**src/rtl/dbg_guv_cmd_assembler.sv**
```systemverilog
// Debug governor command assembler.
// Packs little-endian 4-byte frames from a byte-wide AXI-Stream into 29-bit
// command words. Frames addressed to another governor are dropped with an
// err_addr pulse, and short or long frames are dropped with an err_frame pulse.
// Accepted words are held in a one-entry output register.
// Optional feature macro: DBG_GUV_CMD_ERR_CNT_EN adds a saturating error
// counter on port err_cnt.
module dbg_guv_cmd_assembler #(
    parameter logic [2:0] GUV_ADDR  = 3'd0,
    parameter bit         DROP_ZERO = 1'b1
) (
    input  logic        clk,
    input  logic        rst,
    input  logic [7:0]  cmd_byte_TDATA,
    input  logic        cmd_byte_TVALID,
    output logic        cmd_byte_TREADY,
    input  logic        cmd_byte_TLAST,
    output logic [28:0] cmd_out_TDATA,
    output logic        cmd_out_TVALID,
    input  logic        cmd_out_TREADY,
    output logic        err_frame,
    output logic        err_addr
`ifdef DBG_GUV_CMD_ERR_CNT_EN
    ,
    output logic [7:0]  err_cnt
`endif
);

    localparam logic [0:0] ST_RX    = 1'b0;
    localparam logic [0:0] ST_FLUSH = 1'b1;

    logic [0:0]  state;
    logic [1:0]  byte_cnt;
    logic [23:0] acc;
    logic        rdy_en;

    logic        byte_acc;
    logic        in_rx;
    logic        at_b3;
    logic        ev_short;
    logic        ev_long;
    logic        ev_addr;
    logic        ev_good;
    logic        load;
    logic [28:0] word;

    // Byte 3 is held off only while a word is pending and not being consumed
    assign cmd_byte_TREADY = rdy_en &&
                             ((state == ST_FLUSH) || (byte_cnt != 2'd3) ||
                              !cmd_out_TVALID || cmd_out_TREADY);

    // Decode the outcome of the byte being accepted this cycle
    always_comb begin
        byte_acc = cmd_byte_TVALID && cmd_byte_TREADY;
        in_rx    = (state == ST_RX);
        at_b3    = (byte_cnt == 2'd3);
        word     = {cmd_byte_TDATA[4:0], acc};
        ev_short = byte_acc && in_rx && !at_b3 && cmd_byte_TLAST;
        ev_long  = byte_acc && in_rx && at_b3 && !cmd_byte_TLAST;
        ev_addr  = byte_acc && in_rx && at_b3 && cmd_byte_TLAST &&
                   (cmd_byte_TDATA[7:5] != GUV_ADDR);
        ev_good  = byte_acc && in_rx && at_b3 && cmd_byte_TLAST &&
                   (cmd_byte_TDATA[7:5] == GUV_ADDR);
        load     = ev_good && !(DROP_ZERO && (word == '0));
    end

    // Frame state, byte lane counter and accumulator
    always_ff @(posedge clk or posedge rst) begin
        if (rst) begin
            state    <= ST_RX;
            byte_cnt <= '0;
            acc      <= '0;
            rdy_en   <= 1'b0;
        end else begin
            rdy_en <= 1'b1;
            if (byte_acc) begin
                if (state == ST_FLUSH) begin
                    if (cmd_byte_TLAST) begin
                        state    <= ST_RX;
                        byte_cnt <= '0;
                    end
                end else if (!at_b3) begin
                    if (cmd_byte_TLAST) begin
                        byte_cnt <= '0;
                        acc      <= '0;
                    end else begin
                        case (byte_cnt)
                            2'd0:    acc[7:0]   <= cmd_byte_TDATA;
                            2'd1:    acc[15:8]  <= cmd_byte_TDATA;
                            default: acc[23:16] <= cmd_byte_TDATA;
                        endcase
                        byte_cnt <= byte_cnt + 2'd1;
                    end
                end else begin
                    byte_cnt <= '0;
                    acc      <= '0;
                    if (!cmd_byte_TLAST) begin
                        state <= ST_FLUSH;
                    end
                end
            end
        end
    end

    // One-entry output register; a new load wins over a same-cycle handshake
    always_ff @(posedge clk or posedge rst) begin
        if (rst) begin
            cmd_out_TDATA  <= '0;
            cmd_out_TVALID <= 1'b0;
        end else if (load) begin
            cmd_out_TDATA  <= word;
            cmd_out_TVALID <= 1'b1;
        end else if (cmd_out_TVALID && cmd_out_TREADY) begin
            cmd_out_TVALID <= 1'b0;
        end
    end

    // Single-cycle error pulses
    always_ff @(posedge clk or posedge rst) begin
        if (rst) begin
            err_frame <= 1'b0;
            err_addr  <= 1'b0;
        end else begin
            err_frame <= ev_short || ev_long;
            err_addr  <= ev_addr;
        end
    end

`ifdef DBG_GUV_CMD_ERR_CNT_EN
    // Saturating count of framing and address errors
    always_ff @(posedge clk or posedge rst) begin
        if (rst) begin
            err_cnt <= '0;
        end else if ((ev_short || ev_long || ev_addr) && (err_cnt != 8'hFF)) begin
            err_cnt <= err_cnt + 8'd1;
        end
    end
`endif

endmodule

```
**config.mk**
```make
export PLATFORM = sky130hd
export DESIGN_NAME = dbg_guv_cmd_assembler
export DESIGN_NICKNAME = d
export VERILOG_FILES = /design/src/rtl/dbg_guv_cmd_assembler.sv
export SDC_FILE = /design/constraint.sdc
export NUM_CORES = 1
export LEC_CHECK = 0
export CELL_PAD_IN_SITES_DETAIL_PLACEMENT = 1
export CELL_PAD_IN_SITES_GLOBAL_PLACEMENT = 2
export CORE_UTILIZATION = 32
export DETAILED_ROUTE_END_ITERATION = 10
export PLACE_DENSITY = 0.77
export SETUP_SLACK_MARGIN = 0.5
export SYNTH_ARGS = -nofsm -noshare
export SYNTH_HDL_FRONTEND = slang
export SYNTH_SLANG_ARGS = --single-unit
```
**constraint.sdc**
```tcl
create_clock -name clk -period 2.45 [get_ports clk]
set_input_delay 0.245 -clock clk [delete_from_list [all_inputs] [get_ports clk]]
set_output_delay 0.245 -clock clk [all_outputs]
set_load 0.02 [all_outputs]
```
Yosys cells after proc, flatten, opt, wreduce, memory -nomap -nowiden:

Cells that the tools add are included.

* register bits after elaboration: 60
* input port bits: 13
* output and inout bits: 33
* logic and storage cells: 63

* $add $sub $neg: 1
* eq/ne operators: 5
* muxes and demuxes: 14
* bitwise gates (word level): 1
* reduce and logical (&&, ||, !) cells: 32

Operator list (count)
* two-way mux 24 bit: 2
* zero test 29 bit: 1
* two-way mux 8 bit: 3
* logical AND 1 bit: 12
* AND reduction 3 bit: 3
* nonzero test 3 bit: 3
* two-way mux 2 bit: 4
* two-way mux 1 bit: 5
* zero test 1 bit: 4
* logical OR 1 bit: 4
* inequality test 2 bit, second input constant: 2
* zero test 3 bit: 1
* inequality test 3 x 1 -> 1 bit, second input constant: 1
* adder 2 x 1 -> 2 bit, second input constant: 1
* == test 2 x 1 -> 1 bit, second input constant: 1
* == test 2 bit, second input constant: 1
* zero test 2 bit: 1
* AND reduction 2 bit: 1
* nonzero test 2 bit: 1
* OR reduction 2 bit: 1
* NOT 1 bit: 1

Depth between registers and ports, before layout:

Gate-level depths: netlist of run 1.

* depth after elaboration: 12
* gate-level depth with buffers: 7
* mapped depth without buffers: 5

Least setup slack after synthesis of run 1:

OpenSTA, ideal clock, no wires.

* path type: register to register
* start point: register byte_cnt[0]
* end point: register cmd_out_TDATA[10]
* setup time: 0.125 ns
* data arrival time: 1.689 ns
* data required time: 2.325 ns
* slack: 0.636 ns
* cell stages (with the launch flop): 8
* buffers on the path: 2
* clock period less this slack: 1.814 ns
* cell sequence: dfrtp_1 -> ha_1 -> buf_4 -> and2b_1 -> and4bb_1 -> o211ai_2 -> buf_6 -> mux2_4

* longest elaborated chain between the ends: 11
* elaborated cells on any way between the ends: 12
* those cells by class: eq/ne: 2; reduce/logical: 10

RTL lines
* start, declared: RTL line 33 `logic [1:0] byte_cnt;`
* start signal, assigned: RTL line 92 `byte_cnt <= byte_cnt + 2'd1;`
* inequality test 2 bit: RTL line 49 `((state == ST_FLUSH) || (byte_cnt != 2'd3) ||`
* logical OR 1 bit (2 in a row): RTL line 49
* logical OR 1 bit: RTL line 50 `!cmd_out_TVALID || cmd_out_TREADY);`
* logical AND 1 bit: RTL line 48 `assign cmd_byte_TREADY = rdy_en &&`
* logical AND 1 bit: RTL line 54 `byte_acc = cmd_byte_TVALID && cmd_byte_TREADY;`
* logical AND 1 bit: RTL line 62 `ev_good = byte_acc && in_rx && at_b3 && cmd_byte_TLAST &&`
* logical AND 1 bit (*) (3 in a row): RTL line 62
* logical AND 1 bit (*): RTL line 64 `load = ev_good && !(DROP_ZERO && (word == '0));`
* end signal, assigned: RTL line 111 `cmd_out_TDATA <= word;`
* end, declared: RTL line 18 `output logic [28:0] cmd_out_TDATA,`

Mark *: on every way between the ends. The rest lies on a longest branch, timed or not.
A chain may end at the register's enable or synchronous reset.

Worst setup path after layout of run 1:

* start point: input cmd_byte_TDATA[4]
* end point: register cmd_out_TDATA[8]

* longest elaborated chain between the ends: 3

RTL lines
* start, declared: RTL line 14 `input logic [7:0] cmd_byte_TDATA,`
* zero test 29 bit: RTL line 64
* zero test 1 bit: RTL line 64
* logical AND 1 bit: RTL line 64

Every way passes these cells.

==> results.sh, run 1 <==
export IMPL_syn_nets=187
export IMPL_crit_type="in -> reg"
export IMPL_grt_pass1_wl_um=8990
export IMPL_die_area_um2=8520
export IMPL_ys_ff_latch=60
export IMPL_synth_cell_types=30
export IMPL_worstReg2RegEnd="cmd_out_TDATA[8]"
export IMPL_slew_viol_final=0
export IMPL_first_pass_iters=3
export IMPL_io_pins=46
export IMPL_async_reset_ff_share_pct=100
export IMPL_synth_seq_area_share_pct=57.5
export IMPL_status="finished, final reports clean"
export IMPL_fillCellCount=798
export IMPL_grt_usage_pct=14.5
export IMPL_hold_buffers=0
export IMPL_total_power_mw=2.64
export IMPL_rsz0062_at_grt="no"
export IMPL_cts_buffers=9
export IMPL_fin_crit_sh_pct=79.9
export IMPL_synth_top_area_cell="dfrtp_1"
export IMPL_antenna_cells=0
export IMPL_p_leak_nw=1.71
export IMPL_syn_to_final_growth_pct=36.8
export IMPL_dp_cells=317
export IMPL_netlist_area_um2=2610
export IMPL_clkTransAtPathRegs_ns=0.07
export IMPL_dp_hpwl_um=3750
export IMPL_peakVddDrop_mv=0.330
export IMPL_endpoint_kind="register"
export IMPL_clock_tree_buffer_depth=2
export IMPL_crit_path_max_incr_delay_ns=0.49
export IMPL_nets=251
export IMPL_wl_um=5660
export IMPL_grt_antenna_before_repair=0
export IMPL_clock_skew_ns=0.00973
export IMPL_path_cells="clkdlybuf4s50_1 > nor4_1 > nand4_1 > o211ai_4 > buf_12 > clkbuf_16 > mux2_4"
export IMPL_multiInputGateArea_um2=1080
export IMPL_fin_crit_ns=1.96
export IMPL_gp_congestion=0.699
export IMPL_power_density_nw_per_um2=738
export IMPL_ant_nets=0
export IMPL_insertion_delay_ns=0.34
export IMPL_fin_cells=342
export IMPL_num_rows=32
export IMPL_avgSynthCellArea_um2=15.3
export IMPL_seq_area_um2=1500
export IMPL_drive_gt1_share_pct=40.0
export IMPL_initial_core_util_pct=33.4
export IMPL_first_global_vias=1716
export IMPL_r2r_start="acc[15]"
export IMPL_drt_wirelength_per_cell_um=16.6
export IMPL_hold_violations=0
export IMPL_cts_tree="done"
export IMPL_max_freq_mhz=511
export IMPL_grt_max_degree=61
export IMPL_ys_warn_count=0
export IMPL_clock_sinks=60
export IMPL_crit_fanout=8
export IMPL_setup_tns_ns=0
export IMPL_crit_family="buffers and inverters"
export IMPL_setup_viol=0
export IMPL_maxCapViolations=0
export IMPL_yosysTopAreaCellShare_pct=57.5
export IMPL_die_h_um=92.3
export IMPL_cp_required_ns=2.68
export IMPL_syn_instance_count=171
export IMPL_synth_common_cells="60 x dfrtp_1, 29 x mux2_4, 25 x mux2_2"
export IMPL_io_buffers=45
export IMPL_synth_edff_count=0
export IMPL_cp_arrival_ns=2.19
export IMPL_crit_path_top_delay_cell="clkdlybuf4s50_1"
export IMPL_rr_worst_depth=6
export IMPL_htreeDepth=3
export IMPL_vias=1563
export IMPL_hold_class="in -> async"
export IMPL_die_w_um=92.3
export IMPL_critPathLaunchType="input pin"
export IMPL_ys_top_cells_by_area="dfrtp_1 58%, mux2_4 17%, mux2_2 11%, and2_1 2.2%, ha_1 1.4%"
export IMPL_synth_most_common_cell="dfrtp_1"
export IMPL_core_area_um2=7810
export IMPL_cp_buffers_inverters=3
export IMPL_drtIter0Drc=32
export IMPL_gr_total_overflow=0
export IMPL_drc_errors=0
export IMPL_avgViaCountPerCell=4.57
export IMPL_synthFlopType="dfrtp_1"
export IMPL_r2r_setup_slack_ns=0.54
export IMPL_ctsRootBufferMaster="clkbuf_8"
worst reg2reg max path, stage by stage (launching register included):
cell       delay [ns]
dfrtp_1          0.39
nor4_1           0.37
nand4_1          0.21
o211ai_4         0.22
buf_12           0.15
clkbuf_16        0.16
mux2_4           0.30
cell usage in the layout, fill, tap and decap left out, types with 3 or more instances in the layout:
| cell | instances |
|---|---|
| mux2_4 | 29 |
| clkdlybuf4s50_1 | 44 |
| inv_1 | 4 |
| clkbuf_8 | 9 |
| dfrtp_1 | 59 |
| a21oi_1 | 3 |
| nor4_1 | 3 |
| and2_1 | 9 |
| buf_12 | 4 |
| mux2_2 | 25 |
| buf_4 | 9 |
sequential cells by signal (all words and copies together), names as in the netlist:
register	cells
cmd_out_TDATA	29
cmd_out_TVALID	1
err_frame	1
state	1
rdy_en	1
err_addr	1
byte_cnt	2
acc	24
worst max-delay path by stage:
stage	start	to	slack, ns	cells after the start
3_3_place_gp	cmd_byte_TDATA[4]	cmd_out_TDATA[8]	0.18	6
6_report	cmd_byte_TDATA[4]	cmd_out_TDATA[8]	0.49	7
3_5_place_dp	cmd_byte_TDATA[4]	cmd_out_TDATA[22]	0.16	6
4_1_cts	byte_cnt[0]	cmd_byte_TREADY	0.50	4
5_1_grt	cmd_byte_TDATA[4]	cmd_out_TDATA[8]	0.47	7
2_1_floorplan	byte_cnt[0]	cmd_out_TDATA[10]	0.64	7
report_power, final:
group | internal [mW] | switching [mW] | total [mW]
combinational | 0.281 | 0.192 | 0.472
sequential | 1.14 | 0.148 | 1.29
clock | 0.469 | 0.403 | 0.872
logic make-up after synthesis:
| group | Yosys count | synth area share (%) |
|---|---|---|
| AO/OA/AOI/OAI | 11 | 3.21 |
| AND/OR/NAND/NOR | 29 | 6.90 |
| multiplexers | 54 | 27.5 |
| other | 1 | 0.144 |
| buffers and inverters | 12 | 2.97 |
| adder cells (fa/ha/maj) | 3 | 1.44 |
| XOR/XNOR | 1 | 0.336 |
| flip-flops | 60 | 57.5 |
through the flow:
stage | hold WS (ns) | util [%] | setup WS, ns | cell area, um^2
after floorplan | 0.394 | - | 0.636 | 2610
after global placement | 0.499 | 41.3 | 0.181 | 3220
after detailed placement | 0.496 | 41.3 | 0.163 | 3220
after CTS | 0.289 | 43.8 | 0.500 | 3420
after global routing | 0.320 | 45.7 | 0.473 | 3570
final | 0.283 | 45.7 | 0.492 | 3570
area by class of cell:
| class | count | area share [%] |
|---|---|---|
| Sequential cell | 60 | 42.1 |
| Inverter | 5 | 0.526 |
| Multi-Input combinational cell | 99 | 30.3 |
| Clock buffer | 10 | 3.57 |
| Tap cell | 102 | 3.57 |
| Timing Repair Buffer | 60 | 18.2 |
| Clock inverter | 6 | 1.79 |
metal layers:
layer | GRT usage (%) | vias to the layer above | share of wire (%)
met1 | 19.1 | 785 | 46
met4 | 8.98 | 0 | 2.4
met3 | 3.86 | 9 | 3.9
met2 | 21.3 | 37 | 48
met5 | 0 | - | 0
li1 | - | 732 | -
what timing repair did:
action | 4_1_cts | 5_1_grt
pin swaps | 0 | 5
resized for setup | 6 | 7
endpoints found under the setup margin | 38 | 30
setup buffers | 0 | 7
hold endpoints to repair | 0 | 0
cloned | 0 | 2
Note: power is estimated with default switching activity, not from simulation.
==> run 2, diff against run 1 <==
PLACE_DENSITY = 0.8   (was 0.77)
clock period = 1.8 ns   (was 2.45 ns; I/O delays follow)
==> results.sh, run 2 (synthesis results as in run 1) <==
export IMPL_status="complete, but fails checks"
export IMPL_violations="negative setup slack"
export IMPL_fin_cells=365
export IMPL_dp_hpwl_um=4010
export IMPL_fin_ws_ns=-0.142
export IMPL_peakVddDrop_mv=0.390
export IMPL_avgViaCountPerCell=4.66
export IMPL_io_pins=46
export IMPL_grt_antenna_before_repair=0
export IMPL_switching_share_pct=28.0
export IMPL_drive_gt1_share_pct=49.4
export IMPL_p_sw_mw=1.09
export IMPL_initial_core_util_pct=33.4
export IMPL_first_pass_iters=3
export IMPL_hold_class="in -> async"
export IMPL_r2r_start="acc[4]"
export IMPL_dp_cells=343
export IMPL_vias=1701
export IMPL_clock_skew_ns=0.00621
export IMPL_gp_congestion=0.714
export IMPL_nets=276
export IMPL_clock_sinks=60
export IMPL_sequentialPowerShare_pct=44.9
export IMPL_clock_power_share_pct=27.9
export IMPL_wl_um=6410
export IMPL_max_freq_mhz=515
export IMPL_worstReg2RegEnd="cmd_out_TDATA[26]"
export IMPL_endpoint_kind="register"
export IMPL_p_leak_nw=2.07
export IMPL_clock_tree_buffer_depth=2
export IMPL_fin_util_pct=50.2
export IMPL_power_density_nw_per_um2=995
export IMPL_io_buffers=45
export IMPL_post_place_ws_ns=-0.383
export IMPL_grt_pass1_wl_um=9830
export IMPL_critPathLaunchType="register"
export IMPL_cts_buffers=9
export IMPL_power_frac_comb_pct=27.1
export IMPL_crit_fanout=6
export IMPL_crit_type="reg -> reg"
export IMPL_gr_total_overflow=0
export IMPL_drc_errors=0
export IMPL_fin_crit_ns=1.94
export IMPL_crit_path_top_delay_cell="dfrtp_1"
export IMPL_hold_violations=0
export IMPL_final_cell_mix="60 x dfrtp_1, 54 x mux2_4, 32 x dlygate4sd2_1"
export IMPL_die_h_um=92.3
export IMPL_syn_to_final_growth_pct=50.0
export IMPL_rr_worst_depth=6
export IMPL_cts_tree="done"
export IMPL_largest_register="cmd_out_TDATA"
export IMPL_cp_buffers_inverters=2
export IMPL_maxCapViolations=0
export IMPL_insertion_delay_ns=0.33
export IMPL_cp_arrival_ns=2.16
export IMPL_setup_tns_ns=-3.74
export IMPL_rsz0062_at_grt="yes"
export IMPL_die_area_um2=8520
export IMPL_htreeDepth=3
export IMPL_num_rows=32
export IMPL_grt_max_degree=61
export IMPL_drtIter0Drc=47
export IMPL_drt_wirelength_per_cell_um=17.6
export IMPL_fin_area_um2=3920
export IMPL_path_cells="nor4_2 > nand4_1 > o211ai_4 > buf_12 > clkbuf_16 > mux2_4"
export IMPL_top_regs="cmd_out_TDATA (29), acc (24), byte_cnt (2)"
export IMPL_largest_reg_flops=29
export IMPL_antenna_cells=0
export IMPL_crit_path_max_incr_delay_ns=0.40
export IMPL_core_area_um2=7810
export IMPL_cp_required_ns=2.02
export IMPL_hold_buffers=0
export IMPL_place_area_um2=3440
export IMPL_setup_viol=37
export IMPL_intPower_mw=2.80
export IMPL_first_global_vias=1834
export IMPL_r2r_setup_slack_ns=-0.14
export IMPL_die_w_um=92.3
export IMPL_fin_crit_sh_pct=108
export IMPL_clkTransAtPathRegs_ns=0.06
export IMPL_slew_viol_final=0
export IMPL_grt_usage_pct=15.2
export IMPL_final_common_cell="dfrtp_1"
export IMPL_ant_nets=0
export IMPL_ctsRootBufferMaster="clkbuf_8"
export IMPL_crit_family="simple AND/OR/NAND/NOR gates"
## run 2: tightest hold or removal path, stage by stage
cell	delay [ns]
clkdlybuf4s50_1	0.44
clkinvlp_4	0.10
buf_12	0.28
## run 2: area by class of cell
type	instances	area, um^2
fill	772	3890
multi-input combinational	99	1260
timing repair buffer	85	825
tap	102	128
clock buffer	13	169
clock inverter	1	7.51
sequential	60	1500
inverter	5	22.5
## run 2: worst max path at each step
stage | depth (start not counted) | slack, ns | start | to
2_1_floorplan | 7 | 0.03 | byte_cnt[0] | cmd_out_TDATA[10]
3_3_place_gp | 6 | -0.40 | cmd_byte_TDATA[2] | cmd_out_TDATA[11]
3_5_place_dp | 6 | -0.38 | cmd_byte_TDATA[2] | cmd_out_TDATA[20]
4_1_cts | 5 | -0.08 | acc[3] | cmd_out_TDATA[14]
5_1_grt | 6 | -0.17 | acc[3] | cmd_out_TDATA[26]
6_report | 6 | -0.14 | acc[4] | cmd_out_TDATA[26]
## run 2: routing by layer
metal | routed length (um) | GRT usage, % | vias up
met5 | 0 | 0 | -
met4 | 87 | 5.86 | 0
met3 | 154 | 2.71 | 10
met2 | 3300 | 24.5 | 37
met1 | 2870 | 20.5 | 874
li1 | - | - | 780
## run 2: per-stage QoR
step / hold WS (ns) / power, mW
global route: 0.312 / 4.07
finish: 0.283 / 3.90
detailed placement: 0.493 / 2.56
CTS: 0.306 / 3.85
global placement: 0.501 / 2.52
floorplan: 0.286 / 2.11
## run 2: power by group through the flow
| stage | sequential, mW | combinational, mW | clock, mW |
|---|---|---|---|
| after floorplan | 1.73 | 0.378 | 0 |
| after global placement | 1.72 | 0.807 | 0 |
| after detailed placement | 1.73 | 0.834 | 0 |
| after CTS | 1.72 | 1.01 | 1.11 |
| after global routing | 1.77 | 1.13 | 1.17 |
| final | 1.75 | 1.06 | 1.09 |
## run 2: timing repair
item	in CTS	in global routing
pin swaps	7	6
buffers inserted	1	4
cloned	0	3
setup endpoints to repair	91	60
gates resized for setup	80	15
==> run 3, diff against run 2 <==
PLACE_DENSITY = 0.77   (was 0.8)
RECOVER_POWER = 25   (was unset)
clock period = 2.3 ns   (was 1.8 ns; I/O delays follow)
==> results.sh, run 3 (synthesis results as in run 1) <==
export IMPL_status="finished, final reports clean"
export IMPL_num_rows=32
export IMPL_wl_um=5860
export IMPL_drt_wirelength_per_cell_um=16.8
export IMPL_rsz0062_at_grt="yes"
export IMPL_p_leak_nw=1.76
export IMPL_grt_usage_pct=15.8
export IMPL_first_global_vias=1869
export IMPL_cts_tree="done"
export IMPL_clkTransAtPathRegs_ns=0.07
export IMPL_fin_crit_ns=1.89
export IMPL_crit_start="byte_cnt[1]"
export IMPL_setup_viol=0
export IMPL_power_density_nw_per_um2=829
export IMPL_ant_nets=0
export IMPL_die_h_um=92.3
export IMPL_r2r_start="byte_cnt[1]"
export IMPL_maxCapViolations=0
export IMPL_relSlewSlack_pct=41.1
export IMPL_syn_to_final_growth_pct=40.3
export IMPL_max_freq_mhz=529
export IMPL_insertion_delay_ns=0.34
export IMPL_drtIter0Drc=41
export IMPL_crit_fanout=6
export IMPL_endpoint_kind="register"
export IMPL_gr_usage_met2_pct=25.9
export IMPL_nets=259
export IMPL_hold_violations=0
export IMPL_hold_class="reg -> reg"
export IMPL_antenna_cells=0
export IMPL_rr_worst_depth=7
export IMPL_slew_viol_final=0
export IMPL_core_area_um2=7810
export IMPL_fillCellCount=794
export IMPL_grt_pass1_wl_um=9870
export IMPL_busiest_layer="met2"
export IMPL_place_area_um2=3230
export IMPL_ctsRootBufferMaster="clkbuf_8"
export IMPL_drc_errors=0
export IMPL_clock_tree_buffer_depth=2
export IMPL_fin_ws_ns=0.410
export IMPL_top_regs="cmd_out_TDATA (29), acc (24), byte_cnt (2)"
export IMPL_critPathLaunchType="register"
export IMPL_initial_core_util_pct=33.4
export IMPL_cp_required_ns=2.52
export IMPL_io_buffers=45
export IMPL_final_cell_mix="59 x dfrtp_1, 43 x clkdlybuf4s50_1, 29 x mux2_4"
export IMPL_grt_max_degree=27
export IMPL_final_common_cell="dfrtp_1"
export IMPL_vias=1631
export IMPL_largest_reg_flops=29
export IMPL_gr_total_overflow=0
export IMPL_die_w_um=92.3
export IMPL_fin_crit_sh_pct=82.2
export IMPL_worstReg2RegEnd="cmd_out_TDATA[23]"
export IMPL_fin_area_um2=3660
export IMPL_die_area_um2=8520
export IMPL_tightest_slew_ns=0.882
export IMPL_met3_usage_pct=3.12
export IMPL_fin_util_pct=46.9
export IMPL_avgViaCountPerCell=4.66
export IMPL_grt_util_met1_pct=19.5
export IMPL_dp_hpwl_um=3840
export IMPL_clock_sinks=60
export IMPL_gp_congestion=0.751
export IMPL_cts_buffers=9
export IMPL_peakVddDrop_mv=0.326
export IMPL_timing_hold_ws_ns=0.511
export IMPL_clock_skew_ns=0.00954
export IMPL_r2r_setup_slack_ns=0.41
export IMPL_largest_register="cmd_out_TDATA"
export IMPL_crit_end="cmd_out_TDATA[23]"
export IMPL_setup_tns_ns=0
export IMPL_post_place_ws_ns=0.0544
export IMPL_crit_type="reg -> reg"
export IMPL_drive_gt1_share_pct=41.9
export IMPL_htreeDepth=3
export IMPL_io_pins=46
export IMPL_first_pass_iters=4
export IMPL_cp_arrival_ns=2.11
export IMPL_grt_antenna_before_repair=0
-- run 3: cell types whose count changed in the layout (fill, tap and decap cells not counted), sizes merged --
cell,before,now
buf,39,22
bufinv,0,2
clkdlybuf4s50,12,43
clkinvlp,2,1
dlygate4sd2,32,0
dlygate4sd3,0,1
inv,4,5
-- run 3: per-layer routing --
metal  vias up  share of wire [%]
met5         -                  0
met4         0                2.4
met2        39                 49
met3        12                3.1
met1       829                 45
li1        751                  -
-- run 3: how the worst min path moves through the flow --
stage / from / to / slack [ns] / depth (start not counted)
floorplan: cmd_byte_TDATA[0] / cmd_out_TDATA[24] / 0.38 / 1
global placement: cmd_out_TDATA[6] / cmd_out_TDATA[6] / 0.50 / 1
detailed placement: cmd_out_TDATA[1] / cmd_out_TDATA[1] / 0.50 / 1
CTS: rst / cmd_out_TDATA[21] / 0.25 / 2
global route: cmd_out_TDATA[25] / cmd_out_TDATA[25] / 0.53 / 1
finish: cmd_out_TDATA[20] / cmd_out_TDATA[20] / 0.51 / 1
-- run 3: layout make-up --
cell class | instances | area [um^2] | share of cell area, %
clock buffers | 13 | 169 | 4.61
clock inverters | 3 | 67.6 | 1.85
well taps | 102 | 128 | 3.49
repair buffers | 68 | 683 | 18.7
inverters | 5 | 18.8 | 0.513
multi-input cells | 99 | 1090 | 29.8
flip-flops and latches | 60 | 1500 | 41.0
-- run 3: power breakdown --
group / total (mW) / switching [mW] / internal (mW)
logic: 0.542 / 0.214 / 0.328
registers: 1.38 / 0.159 / 1.22
clock network: 1.11 / 0.414 / 0.700
total: 3.03 / 0.788 / 2.25
-- run 3: metrics by stage --
step           power (mW)  std cells
2_1_floorplan        1.65        171
3_3_place_gp         1.82        319
3_5_place_dp         1.83        319
4_1_cts              3.02        342
5_1_grt              3.18        350
6_report             3.03        350
-- run 3: worst max-delay path: stages, from the launching register on --
cell and delay, ns:
dfrtp_1 0.42, ha_4 0.20, and2b_1 0.18, and4bb_2 0.27, o211ai_4 0.10, buf_6 0.16, clkbuf_16 0.15, mux2_4 0.29
-- run 3: what timing repair did --
item	4_1_cts	5_1_grt
pin swaps	4	6
gates resized for setup	14	6
buffers inserted	6	7
setup endpoints to repair	46	46
hold buffers	0	0
cloned	1	1
endpoints found under the hold margin	0	0
